<file path="config.mk">
export PLATFORM = sky130hd
export DESIGN_NAME = switch_arbiter_6line
export DESIGN_NICKNAME = d
export VERILOG_FILES = /design/src/rtl/router_pkg.sv /design/src/rtl/rr_pick6.sv /design/src/rtl/switch_arbiter_6line.sv
export SDC_FILE = /design/constraint.sdc
export NUM_CORES = 1
export LEC_CHECK = 0
export CAP_MARGIN = 10
export CELL_PAD_IN_SITES_DETAIL_PLACEMENT = 1
export CELL_PAD_IN_SITES_GLOBAL_PLACEMENT = 1
export CORE_MARGIN = 2
export CORE_UTILIZATION = 45
export CTS_CLUSTER_DIAMETER = 200
export DETAILED_ROUTE_END_ITERATION = 6
export PLACE_DENSITY = 0.84
export SLEW_MARGIN = 10
export SYNTH_ARGS = -nofsm -noshare
export SYNTH_HDL_FRONTEND = slang
export SYNTH_SLANG_ARGS = --single-unit
</file>
<file path="constraint.sdc">
create_clock -name clk -period 10.5 [get_ports clk]
set_input_delay 2.1 -clock clk [delete_from_list [all_inputs] [get_ports clk]]
set_output_delay 2.1 -clock clk [all_outputs]
set_load 0.01 [all_outputs]
</file>
<file path="src/rtl/router_pkg.sv">
// Shared router definitions: port count, idle flit, flit type codes,
// one-hot port constants and credit sizing for the switch arbiter.
package router_pkg;

   localparam int N_PORTS = 6;
   localparam int CREDITS = 4;
   localparam int CNT_W   = 3;

   localparam logic [31:0] IDLE_FLIT = 32'h6000_0000;

   // Flit type lives in bits [31:30]; the idle flit decodes as FT_IDLE.
   typedef enum logic [1:0] {
      FT_BODY = 2'b00,
      FT_IDLE = 2'b01,
      FT_HEAD = 2'b10,
      FT_TAIL = 2'b11
   } flit_type_e;

   localparam logic [5:0] PORT0 = 6'b000001;
   localparam logic [5:0] PORT1 = 6'b000010;
   localparam logic [5:0] PORT2 = 6'b000100;
   localparam logic [5:0] PORT3 = 6'b001000;
   localparam logic [5:0] PORT4 = 6'b010000;
   localparam logic [5:0] PORT5 = 6'b100000;

   typedef enum logic {
      ST_IDLE,
      ST_LOCKED
   } arb_state_e;

   function automatic logic [2:0] oh_idx(input logic [5:0] oh);
      oh_idx = '0;
      for (int i = 0; i < 6; i++) begin
         if (oh[i]) oh_idx = 3'(i);
      end
   endfunction

endpackage

</file>
<file path="src/rtl/rr_pick6.sv">
// Combinational round-robin picker: first set req bit at or after ptr,
// wrapping 5 -> 0, returned one-hot with a valid flag.
module rr_pick6
   import router_pkg::*;
(
   input  logic [5:0] req,
   input  logic [2:0] ptr,
   output logic [5:0] pick,
   output logic       valid
);

   logic [3:0] j;
   logic       found;

   always_comb begin
      pick  = '0;
      found = 1'b0;
      j     = '0;
      for (int k = 0; k < 6; k++) begin
         j = {1'b0, ptr} + 4'(k);
         if (j >= 4'd6) j = j - 4'd6;
         if (j >= 4'd6) j = j - 4'd6;
         if (!found && req[j[2:0]]) begin
            pick[j[2:0]] = 1'b1;
            found        = 1'b1;
         end
      end
   end

   assign valid = |req;

endmodule

</file>
<file path="src/rtl/switch_arbiter_6line.sv">
// Output-port switch allocator: round-robin, packet-locked, one-hot grant.
// Credit flow control is built only when SWARB_CREDIT_EN is defined.
module switch_arbiter_6line
   import router_pkg::*;
#(
   parameter int N_IN = 6
) (
   input  logic            clk,
   input  logic            reset,
   input  logic [N_IN-1:0] req,
   input  logic [N_IN-1:0] tail,
`ifdef SWARB_CREDIT_EN
   input  logic            credit_in,
   output logic [CNT_W-1:0] credit_cnt,
`endif
   output logic [N_IN-1:0] grant,
   output logic            credit_err
);

   arb_state_e      state_q, state_d;
   logic [2:0]      lock_q, lock_d;
   logic [2:0]      ptr_q, ptr_d;
   logic [N_IN-1:0] grant_q, grant_d;
   logic [N_IN-1:0] lock_oh;
   logic [N_IN-1:0] pick;
   logic            pick_vld;
   logic            xfer;
   logic            tail_xfer;
   logic            release_w;
   logic            avail;

   assign xfer      = |(grant_q & req);
   assign tail_xfer = |(grant_q & req & tail);
   assign release_w = (state_q == ST_LOCKED) && tail_xfer;
   assign lock_oh   = N_IN'(1) << lock_q;

   // Releasing input moves to lowest priority for the same-cycle re-pick.
   assign ptr_d = release_w ? ((lock_q == 3'd5) ? 3'd0 : lock_q + 3'd1)
                            : ptr_q;

`ifdef SWARB_CREDIT_EN
   logic [CNT_W-1:0] cnt_q, cnt_d;
   logic             err_q, err_d;

   always_comb begin
      cnt_d = cnt_q;
      err_d = err_q;
      if (credit_in && !xfer) begin
         if (cnt_q == CNT_W'(CREDITS)) err_d = 1'b1;
         else                          cnt_d = cnt_q + 1'b1;
      end else if (xfer && !credit_in && cnt_q != '0) begin
         cnt_d = cnt_q - 1'b1;
      end
   end

   assign avail = (cnt_d != '0);

   always_ff @(posedge clk) begin
      if (reset) begin
         cnt_q <= CNT_W'(CREDITS);
         err_q <= 1'b0;
      end else begin
         cnt_q <= cnt_d;
         err_q <= err_d;
      end
   end

   assign credit_cnt = cnt_q;
   assign credit_err = err_q;
`else
   assign avail      = 1'b1;
   assign credit_err = 1'b0;
`endif

   rr_pick6 u_pick (
      .req   (req),
      .ptr   (ptr_d),
      .pick  (pick),
      .valid (pick_vld)
   );

   always_comb begin
      state_d = state_q;
      lock_d  = lock_q;
      grant_d = '0;
      if (state_q == ST_IDLE || release_w) begin
         state_d = ST_IDLE;
         if (avail && pick_vld) begin
            state_d = ST_LOCKED;
            lock_d  = oh_idx(pick);
            grant_d = pick;
         end
      end else begin
         grant_d = lock_oh & req & {N_IN{avail}};
      end
   end

   always_ff @(posedge clk) begin
      if (reset) begin
         state_q <= ST_IDLE;
         lock_q  <= '0;
         ptr_q   <= '0;
         grant_q <= '0;
      end else begin
         state_q <= state_d;
         lock_q  <= lock_d;
         ptr_q   <= ptr_d;
         grant_q <= grant_d;
      end
   end

   assign grant = grant_q;

endmodule

</file>
# [Yosys cells after proc, flatten, opt, wreduce, memory -nomap -nowiden]
# Cells that the tools add are included.
[word_totals] regBits=13 latchBits=0 ramBits=0 mem_bits_ro=0 output_inout_bits=7 wordCells=135 memories=0
[op_classes] addsub=18 n_mul=0 div=0 magnitude_cmp=24 n_eq_ne=1 shifts=1 n_mux=57 bitwise=9 reduce_logical=21
[op_table] op="$mux W6" n=8
[op_table] op="$ge A4 B3 Y1 const B" n=11
[op_table] op="$mux W3" n=12
[op_table] op="$or A6 B6 Y6" n=5
[op_table] op="$lt A3 B4 Y1 const B" n=6
[op_table] op="$mux W4" n=6
[op_table] op="$sub A4 B3 Y4 const B" n=5
[op_table] op="$mux W1" n=19
[op_table] op="$and A6 B6 Y6" n=3
[op_table] op="$bmux W1 S3" n=6
[op_table] op="$demux W1 S3" n=6
[op_table] op="$ge A3 B1 Y1 const B" n=6
[op_table] op="$sub A3 B3 Y3 const B" n=6
[op_table] op="$logic_and A1 B1 Y1" n=12
[op_table] op="$reduce_or A6 Y1" n=2
[op_table] op="$add A3 B2 Y4 const B" n=2
[op_table] op="$add A3 B3 Y4 const B" n=2
[op_table] op="$shl A1 B3 Y6 const A" n=1
[op_table] op="$logic_not A1 Y1" n=5
[op_table] op="$add A3 B1 Y4 const B" n=1
[op_table] op="$sub A3 B3 Y4 const B" n=1
[op_table] op="$add A3 B1 Y3 const B" n=1
[op_table] op="$eq A3 B3 Y1 const B" n=1
[op_table] op="$ge A3 B3 Y1 const B" n=1
[op_table] op="3 further kinds" n=3

# [Logic depth before layout (Yosys ltp)]
# Gate-level depths: netlist (run 1).
[logic_depth] ltp_word=32 ltp_mapped=24 ltp_nobuf=21

# [Modules after synthesis]
# From an unflattened synthesis (run 1), not the netlist that was laid out.
[unflattened] hier_cells=255 hier_area_um2=2021.9
[by_module_without_submodules] mod="rr_pick6" n_inst=1 cells_each=159 area_each_um2=1199.9 seq_area_each_um2=0.0
[by_module_without_submodules] mod="switch_arbiter_6line" n_inst=1 cells_each=96 area_each_um2=822.0 seq_area_each_um2=260.2

# [Worst setup path after synthesis (run 1)]
# Ideal clock, no wire load.
[synth_path] path_type="in2reg" startpoint="in req[2]" endpoint="reg lock_q[0]" arrival_time_ns=6.296 t_required_ns=10.426 path_slack_ns=4.130 path_stages=23 path_buffers=4 cell_sequence="buf_2 > nand3_1 > and2_1 > buf_2 > a31oi_1 > nand2_1 > buf_2 > inv_1 > buf_2 > ha_1 > or3_1 > and2_1 > inv_1 > ha_1 > o21ai_0 > o221a_2 > a31o_1 > o31a_1 > and3_4 > o41ai_2 > a21oi_1 > a221o_1 > a31oi_1"
[synth_between] elab_chain_len=32 word_cells_on_any_way=122 cone_classes="add/sub (17); order compare (24); mux (53); bitwise (7); reduce/logical (21)"
[synth_rtl] element="from (decl)" line="switch_arbiter_6line.sv:10" text="input logic [N_IN-1:0] req,"
[synth_rtl] element="$and A6 B6 Y6 (*) (2 in series)" line="switch_arbiter_6line.sv:33" text="assign tail_xfer = |(grant_q & req & tail);"
[synth_rtl] element="$reduce_or A6 Y1 (*)" line="switch_arbiter_6line.sv:33"
[synth_rtl] element="$logic_and A1 B1 Y1 (*)" line="switch_arbiter_6line.sv:34" text="assign release_w = (state_q == ST_LOCKED) && tail_xfer;"
[synth_rtl] element="$mux W3 (*)" line="switch_arbiter_6line.sv:38" text="assign ptr_d = release_w ? ((lock_q == 3'd5) ? 3'd0 : lock_q + 3'd1)"
[synth_rtl] element="via ptr_d[0]" line="switch_arbiter_6line.sv:22" text="logic [2:0] ptr_q, ptr_d;"
[synth_rtl] element="branches (longest 21 deep; another with $add A3 B1 Y4)"
[synth_rtl] element="$mux W6 (*)" line="rr_pick6.sv:23" text="if (!found && req[j[2:0]]) begin"
[synth_rtl] element="$mux W1" line="router_pkg.sv:34" text="if (oh[i]) oh_idx = 3'(i);"
[synth_rtl] element="$mux W3 (3 in series)" line="router_pkg.sv:34"
[synth_rtl] element="$mux W3 (*)" line="router_pkg.sv:34"
[synth_rtl] element="to (signal assigned)" line="switch_arbiter_6line.sv:106" text="lock_q <= lock_d;"
[synth_rtl] element="to (decl)" line="switch_arbiter_6line.sv:21" text="logic [2:0] lock_q, lock_d;"
# Mark *: on every way through the listed nets, which the timed path passes. The select of a mux whose other input is x is not followed.
# A chain may end at the register's enable or synchronous reset.

# [Worst setup path after layout (run 1)]
[layout_path] startpoint="in req[4]" endpoint="reg lock_q[0]"
[layout_between] elab_chain_len=32 word_cells_on_any_way=122 cone_classes="add/sub (17); order compare (24); mux (53); bitwise (7); reduce/logical (21)"
[layout_rtl] element="branches (longest 32 deep; another with $add A3 B1 Y4)"
# Parallel ways; which one is timed is not known. The select of a mux whose other input is x is not followed.

==> reports/qor.yml, run 1 <==
setup_path:
  r2r_end: "lock_q[0]"
  slowest_delay_ns: 0.70
  worstSetupPathDepth: 21
  crit_family: "compound AO/OA/AOI/OAI gates"
  cp-endpoint: "lock_q[0]"
  cp_data_arrival_time_ns: 7.85
  critPathBufInv: 3
  cp-end-kind: "register"
  rr_worst_depth: 19
  crit_path_start_kind: "input pin"
  reg2reg_slack_ns: 4.71
  crit_chain: "clkdlybuf4s50_1 > nand3_1 > and2_1 > a31oi_1 > nand2_1 > inv_1 > ha_1 > o21ai_0 > and2_1 > inv_1 > ha_1 > o21ai_0 > o221a_2 > a31o_1 > o31a_1 > a311oi_2 > nor3b_1 > a31oi_1 > mux2i_1 > o21ai_1 > a31oi_1"
  cpMaxStageDelayCell: "clkdlybuf4s50_1"
  path_class: "input pin to register"
  startpoint: "req[4]"
  r2r_start: "state_q"
  path_common_cell: "a31oi_1"
  crit_path_max_fanout: 13
  cp.required_ns: 10.61
power_and_ir_drop:
  ir_worst_vdd_mv: 0.256
  comb_power_share_pct: 85.1
  p_int_uw: 374
  swShare_pct: 57.1
  seq_power_share_pct: 9.6
  power.leakage_nw: 0.861
  power_uw: 871
  power_density_nw_per_um2: 369
  p_sw_uw: 497
  p_clk_share_pct: 5.3
final_layout:
  nNetsFinal: 344
  drive_above_1_share_pct: 9.40
  post-route-util_pct: 50.4
  fillers: 645
  fin_area_um2: 2360
  layout_common_cells: "nand2_1 (34), a21oi_1 (25), nor2_1 (22)"
  n_antenna_cell: 0
  fin_cells: 373
  syn2layout_area_growth_pct: 9.13
  final_common_cell: "nand2_1"
global_route:
  grt_pass1_vias: 2518
  grt_max_degree: 18
  grt_usage_pct: 29.5
  grt_overflow: 0
  grt_pass1_wl_um: 12500
  antenna_found_initial: 0
outcome:
  status: "finished clean"
floorplan:
  die_y_um: 73.4
  rows: 25
  die_w_um: 73.4
  core_area_um2: 4690
  start_util_pct: 46.2
  ioPinCount: 21
  dieArea_um2: 5380
timing:
  worst_pin_slew_ns: 0.997
  final.setup.tns_ns: 0
  fin_skew_ns: 0.00618
  setup_ws_ns: 2.76
  timing.final.crit_share_pct: 73.8
  hold_violations: 0
  fmax_mhz: 129
  fin_crit_ns: 7.74
  rsz0062_at_grt: "false"
  slew_headroom_pct: 33.0
  fin_hold_ws_ns: 0.577
  report.final.slew_viol_count: 0
  setup_viol: 0
detailed_routing:
  wl_per_cell_um: 21.2
  wl_um: 7890
  drtIter0Drc: 196
  route.detailed.drc: 0
  viasPerCell: 6.92
  detail-route-antenna-nets: 0
  dr.pass1.iters: 4
  vias: 2581
placement:
  place_congestion: 0.906
  place_area_um2: 2320
  detailed_place_hpwl_um: 6120
  portBuffers: 19
  place_inst: 369
  pre_cts_ws_ns: 2.58
yosys:
  synthArstFlopShare_pct: 0
  ys_ff_latch: 13
  syn_inst: 317
  syn_nets: 341
  yosysUniqueCellTypes: 65
  avgSynthCellArea_um2: 6.83
  yosys_most_used_dff: "dfxtp_1"
  seq_area_frac_synth_pct: 12.0
  yosysWarnings: 0
  synth_edf_count: 0
  netlist_area_um2: 2170
min_path:
  hold_class: "register to register"
  hold_path_depth: 2
flow_run:
  drv_cap: 0
clock_tree:
  clk_path_buf_depth: 2
  cts_root_buffer: "clkbuf_8"
  cts_buffers: 3
  clock_latency_ns: 0.25
  cts_hold_buf: 0
  clock-sinks: 13
  cts_setup_buffers: 0
  cts_resized: 0
  cts_tree: "yes"
  cts_max_level: 1
  path_clk_slew_ns: 0.06
## power groups by stage
stage                     Clock (mW)  Combinational (mW)  Sequential [mW]
after floorplan                    0               0.552           0.0769
after global placement             0               0.698           0.0836
after detailed placement           0               0.718           0.0840
after CTS                     0.0462               0.722           0.0833
after global routing          0.0485               0.803           0.0860
final                         0.0459               0.742           0.0839
## worst min-delay path by stage
stage	startpoint	to	slack [ns]
after floorplan	lock_q[2]	lock_q[2]	0.48
after global placement	lock_q[2]	lock_q[2]	0.53
after detailed placement	lock_q[1]	grant[2]	0.55
after CTS	lock_q[1]	grant[2]	0.58
after global routing	lock_q[1]	grant[2]	0.61
final	lock_q[2]	lock_q[2]	0.58
## tightest hold or removal path: cells and delay by family, from the launching register on
| family | cells | cell delay, ns |
|---|---|---|
| DFF | 1 | 0.32 |
| buffers and inverters | 1 | 0.11 |
| AOI/OAI and AO/OA | 1 | 0.09 |
## per-layer routing
layer  GRT usage [%]  routed length [um]
met5               0                   0
met4            6.26                 137
met3            3.84                 441
met2            47.4                3640
met1            42.1                3670
## synthesized netlist by cell type, drive strengths merged, types with 2 or more instances
| cell | number | share of area (%) |
|---|---|---|
| nand2 | 34 | 5.9 |
| a21oi | 25 | 5.8 |
| nor2 | 22 | 3.8 |
| nand3 | 18 | 4.2 |
| inv | 15 | 2.6 |
| o21ai | 15 | 3.5 |
| dfxtp | 13 | 12 |
| nor3 | 12 | 3.0 |
| buf | 11 | 3.2 |
| clkbuf | 10 | 1.7 |
| ha | 10 | 5.8 |
| a31oi | 9 | 2.6 |
| and3 | 7 | 2.7 |
| mux2i | 7 | 3.2 |
| or2 | 7 | 2.0 |
| nor4 | 6 | 1.7 |
| o22ai | 6 | 1.7 |
| o31ai | 6 | 2.3 |
| a221o | 5 | 2.3 |
| and2 | 5 | 1.4 |
| mux2 | 5 | 2.6 |
| nand4 | 5 | 1.4 |
| or3 | 5 | 1.4 |
| a31o | 4 | 1.6 |
| o41ai | 4 | 2.0 |
| a211o | 3 | 1.2 |
| a211oi | 3 | 1.0 |
| a21bo | 3 | 1.4 |
| a21boi | 3 | 1.0 |
| a311oi | 3 | 1.5 |
| nand2b | 3 | 0.87 |
| nor2b | 3 | 0.87 |
| nor3b | 3 | 1.0 |
| a2bb2oi | 2 | 0.81 |
| o211ai | 2 | 0.69 |
| o221a | 2 | 1.0 |
| o221ai | 2 | 0.81 |
| o31a | 2 | 0.81 |
| xnor2 | 2 | 0.81 |
## cell families after synthesis
kind of cell	Yosys count	synth area share, %
DFF	13	12.0
other	1	0.173
adders and majority gates	10	5.78
and+or+nand+nor	134	31.9
xor gates and xnor gates	2	0.809
buffers and inverters	37	7.68
AOI/OAI and AO/OA	108	35.8
muxes	12	5.83
## final cells by class
type / count / area [um^2] / area share (%)
flip-flops and latches: 13 / 260 / 11.0
multi-input cells: 267 / 1740 / 73.6
inverters: 16 / 60.1 / 2.54
repair buffers: 19 / 190 / 8.05
clock inverters: 1 / 5.00 / 0.212
clock buffers: 3 / 41.3 / 1.75
well taps: 54 / 67.6 / 2.86
## state kept, by name, summed over array words and instances (netlist names)
register	count
grant	6
lock_q	3
ptr_q	3
state_q	1
(Power assumes the default switching activity.)
==> run 2: changes to the inputs <==
Settings changed: CORE_UTILIZATION 45 to 42, PLACE_DENSITY 0.84 to 0.79.
Clock period 10.5 ns to 7.2 ns, I/O delays scaled along.
==> reports/qor.yml, run 2 (synthesis gave the netlist of run 1 again) <==
clock_tree:
  cts_setup_buffers: 0  # unchanged
  cts_buffers: 3  # unchanged
  cts_max_level: 1  # unchanged
  cts_hold_buf: 0  # unchanged
  cts_tree: "yes"
  cts_root_buffer: "clkbuf_8"
  cts_resized: 0  # unchanged
  path_clk_slew_ns: 0.06  # about the same
  clk_path_buf_depth: 2  # unchanged
  clock-sinks: 13  # unchanged
  clock_latency_ns: 0.25  # about the same
detailed_routing:
  detail-route-antenna-nets: 0  # unchanged
  dr.pass1.iters: 5  # +1
  vias: 2618  # +1.4%
  viasPerCell: 6.61  # -4.5%
  drtIter0Drc: 225  # +15%
  wl_um: 8340  # +5.7%
  wl_per_cell_um: 21.1  # -0.47%
  route.detailed.drc: 0  # unchanged
global_route:
  grt_pass1_vias: 2520  # +0.079%
  grt_usage_pct: 29.9  # +0.46 points
  grt_max_degree: 18  # unchanged
  antenna_found_initial: 0  # unchanged
  grt_pass1_wl_um: 13000  # +4.4%
  grt_overflow: 0  # unchanged
setup_path:
  cp.required_ns: 7.31  # -3.30 ns
  cpMaxStageDelayCell: "clkdlybuf4s50_1"
  crit_path_max_fanout: 11  # -2
  crit_chain: "clkdlybuf4s50_1 > and3_4 > or2_1 > o41ai_1 > or2_2 > ha_1 > or3_1 > and2_1 > inv_1 > ha_1 > o21ai_0 > o221a_2 > a31o_1 > o31a_1 > a311oi_2 > nor4b_1 > o21ai_0 > o22ai_1 > o21ai_1 > a31oi_1"
  cp-end-kind: "register"
  path_class: "input pin to register"
  slowest_delay_ns: 0.67  # -0.03 ns
  cp_data_arrival_time_ns: 6.71  # -1.14 ns
  crit_path_start_kind: "input pin"
final_layout:
  fin_area_um2: 2440  # +3.1%
  syn2layout_area_growth_pct: 12.5
  fin_cells: 396  # +6.2%
  post-route-util_pct: 48.3  # -2.1 points
  largest_reg_flops: 6  # unchanged
  fillers: 664  # +2.9%
  nNetsFinal: 351  # +2.0%
  n_antenna_cell: 0  # unchanged
  drive_above_1_share_pct: 11.3  # +1.9 points
  final_common_cell: "nand2_1"
  layout_common_cells: "nand2_1 (34), a21oi_1 (25), nor2_1 (22)"
placement:
  portBuffers: 19  # unchanged
  place_congestion: 0.945  # +4.3%
  place_inst: 392  # +6.2%
  detailed_place_hpwl_um: 6390  # +4.4%
  pre_cts_ws_ns: 0.477  # -2.10 ns
  place_area_um2: 2390  # +3.1%
floorplan:
  die_w_um: 75.8  # +3.3%
  dieArea_um2: 5750  # +6.7%
  die_y_um: 75.8  # +3.3%
  rows: 26  # +4.0%
  ioPinCount: 21  # unchanged
  core_area_um2: 5040  # +7.5%
  start_util_pct: 43.0  # -3.2 points
timing:
  report.final.slew_viol_count: 0  # unchanged
  fmax_mhz: 151
  final.setup.tns_ns: 0  # unchanged
  hold_violations: 0  # unchanged
  setup_viol: 0  # unchanged
  timing.final.crit_share_pct: 91.8
  fin_crit_ns: 6.61
  worst_pin_slew_ns: 1.02  # +0.0200 ns
  setup_ws_ns: 0.594  # -2.16 ns
  slew_headroom_pct: 31.6  # -1.4 points
  fin_hold_ws_ns: 0.576  # -0.000913 ns
  fin_skew_ns: 0.00419  # -0.00199 ns
  rsz0062_at_grt: "false"
min_path:
  hold_class: "register to register"
power_and_ir_drop:
  power_mw: 1.30  # +49%
  ir_worst_vdd_mv: 0.282  # +10%
  power_density_nw_per_um2: 535  # +45%
  power.leakage_nw: 0.895  # +3.9%
outcome:
  status: "finished clean"
flow_run:
  drv_cap: 0  # unchanged
-- run 2: final cells by class --
cell class | instances | area, um^2 | share of cell area, %
timing repair buffer | 26 | 243 | 9.96
tap | 70 | 87.6 | 3.60
multi-input combinational | 267 | 1740 | 71.4
inverter | 16 | 60.1 | 2.47
clock inverter | 1 | 5.00 | 0.205
sequential | 13 | 260 | 10.7
clock buffer | 3 | 41.3 | 1.69
-- run 2: per-layer routing --
metal | track usage [%] | share of wire, % | vias to the layer above
met4 | 7.21 | 1.5 | 0
met5 | 0 | 0 | -
met1 | 43.1 | 47 | 1278
met3 | 5.16 | 6.5 | 16
li1 | - | - | 1231
met2 | 46.3 | 45 | 93
-- run 2: path summary, 6_finish.rpt --
check / startpoint / endpoint / slack (ns) / cells past startpoint
min: lock_q[2] / lock_q[2] / 0.58 / 2
max reg2reg: state_q / lock_q[0] / 1.93 / 19
max: req[3] / lock_q[0] / 0.59 / 20
min reg2reg: lock_q[2] / lock_q[2] / 0.58 / 2
-- run 2: report_power, final --
part           internal, mW  total [mW]  switching, mW
Sequential           0.0950       0.123         0.0281
Combinational         0.430        1.11          0.681
Clock                0.0383      0.0680         0.0297
-- run 2: worst max-delay path, delay by kind of cell --
family / cells / cell delay [ns]
AND/OR/NAND/NOR: 6 / 1.70
adder cells (fa/ha/maj): 2 / 0.51
buffers and inverters: 2 / 0.74
AO/OA/AOI/OAI: 10 / 2.33
==> run 3: changes to the inputs <==
Settings changed: GPL_ROUTABILITY_DRIVEN set to 0.
==> reports/qor.yml, run 3 (synthesis gave the netlist of run 1 again) <==
outcome:
  status: "finished clean"
timing:
  fmax_mhz: 152  # +0.54%
  slew_headroom_pct: 41.0  # +9.4 points
  rsz0062_at_grt: "false"
  fin_crit_ns: 6.57  # -0.0357 ns
  worst_pin_slew_ns: 0.878  # -0.139 ns
  final.setup.tns_ns: 0  # unchanged
  fin_skew_ns: 0.00348  # -0.000717 ns
  report.final.slew_viol_count: 0  # unchanged
  hold_violations: 0  # unchanged
  timing.final.crit_share_pct: 91.3  # -0.50 points
  setup_viol: 0  # unchanged
  setup_ws_ns: 0.629  # +0.0357 ns
final_layout:
  syn2layout_area_growth_pct: 13.5
  layout_common_cells: "nand2_1 (34), a21oi_1 (25), nor2_1 (22)"
  post-route-util_pct: 48.8  # +0.45 points
  final_common_cell: "nand2_1"
  fin_cells: 399  # +0.76%
  nNetsFinal: 354  # +0.85%
  drive_above_1_share_pct: 12.2  # +0.81 points
  n_antenna_cell: 0  # unchanged
  largest_reg_flops: 6  # unchanged
setup_path:
  cp.required_ns: 7.37  # +0.06 ns
  reg2reg_slack_ns: 1.92  # about the same
  crit_path_max_fanout: 10  # -1
  cp_data_arrival_time_ns: 6.74  # +0.03 ns
  crit_path_start_kind: "input pin"
  cp-end-kind: "register"
  path_class: "input pin to register"
clock_tree:
  cts_setup_buffers: 0  # unchanged
  cts_root_buffer: "clkbuf_8"
  cts_max_level: 1  # unchanged
  cts_hold_buf: 0  # unchanged
  cts_tree: "yes"
  clock-sinks: 13  # unchanged
  cts_resized: 0  # unchanged
  clk_path_buf_depth: 2  # unchanged
  path_clk_slew_ns: 0.06  # about the same
  cts_buffers: 3  # unchanged
  clock_latency_ns: 0.25  # about the same
min_path:
  hold_class: "register to register"
detailed_routing:
  drtIter0Drc: 312  # +39%
  viasPerCell: 6.53  # -1.3%
  dr.pass1.iters: 5  # unchanged
  wl_um: 8160  # -2.1%
  vias: 2604  # -0.53%
  detail-route-antenna-nets: 0  # unchanged
  wl_per_cell_um: 20.5  # -2.8%
  route.detailed.drc: 0  # unchanged
power_and_ir_drop:
  swShare_pct: 56.2  # -0.47 points
  power_mw: 1.29  # -0.79%
  p_clk_share_pct: 5.3  # about the same
  power.leakage_nw: 0.910  # +1.7%
  ir_worst_vdd_mv: 0.259  # -8.2%
  p_sw_uw: 727  # -1.6%
  power_density_nw_per_um2: 525  # -1.7%
  comb_power_share_pct: 85.2  # about the same
  seq_power_share_pct: 9.5  # about the same
  p_int_uw: 565  # +0.27%
floorplan:
  start_util_pct: 43.0  # unchanged
  die_w_um: 75.8  # unchanged
  ioPinCount: 21  # unchanged
  die_y_um: 75.8  # unchanged
  rows: 26  # unchanged
  dieArea_um2: 5750  # unchanged
  core_area_um2: 5040  # unchanged
global_route:
  grt_usage_pct: 29.2  # -0.75 points
  grt_overflow: 0  # unchanged
  grt_pass1_vias: 2411  # -4.3%
  antenna_found_initial: 0  # unchanged
  grt_max_degree: 18  # unchanged
  grt_pass1_wl_um: 12600  # -3.3%
placement:
  detailed_place_hpwl_um: 6350  # -0.67%
  pre_cts_ws_ns: 0.526  # +0.0487 ns
  place_inst: 395  # +0.77%
  portBuffers: 19  # unchanged
flow_run:
  drv_cap: 0  # unchanged
run 3: power by group through the flow:
| stage | clock network (mW) | logic, mW | registers, mW |
|---|---|---|---|
| 6_report | 0.0684 | 1.10 | 0.122 |
| 3_3_place_gp | 0 | 1.05 | 0.122 |
| 3_5_place_dp | 0 | 1.07 | 0.123 |
| 2_1_floorplan | 0 | 0.806 | 0.112 |
| 4_1_cts | 0.0685 | 1.08 | 0.121 |
| 5_1_grt | 0.0726 | 1.20 | 0.125 |
run 3: layer usage:
metal,global-route usage [%],vias to the layer above,part of all wire (%)
li1,-,1233,-
met1,42.9,1274,48
met2,43.9,79,45
met3,4.89,18,5.0
met4,7.60,0,1.8
met5,0,-,0
run 3: final cells by class:
class	count	area, um^2
clock inverter	1	5.00
sequential	13	260
tap	70	87.6
inverter	16	60.1
clock buffer	3	41.3
multi-input combinational	267	1740
fill	673	2580
timing repair buffer	29	265
run 3: path summary, 6_finish.rpt:
| kind | from | to | cells past startpoint |
|---|---|---|---|
| max | req[3] | lock_q[0] | 20 |
| min | lock_q[1] | grant[2] | 2 |
| max reg2reg | state_q | lock_q[0] | 19 |
| min reg2reg | lock_q[1] | grant[2] | 2 |
run 3: worst max-delay path, stage by stage:
cell and delay, ns:
clkdlybuf4s50_1 0.60, and3_4 0.27, or2_1 0.22, o41ai_1 0.47, or2_2 0.27, inv_1 0.09
ha_1 0.34, xnor2_1 0.18, mux2i_1 0.41, inv_1 0.21, ha_1 0.29, o22ai_1 0.32
a21oi_1 0.19, o221ai_1 0.30, o211ai_1 0.17, o31ai_1 0.26, a21oi_1 0.15, mux2i_1 0.25
o21ai_1 0.10, a31oi_1 0.19
run 3: through the flow:
stage          area, um^2  hold WS, ns
5_1_grt              2460        0.607
2_1_floorplan        2170        0.481
3_3_place_gp         2410        0.539
4_1_cts              2460        0.563
3_5_place_dp         2410        0.544
6_report             2460        0.577
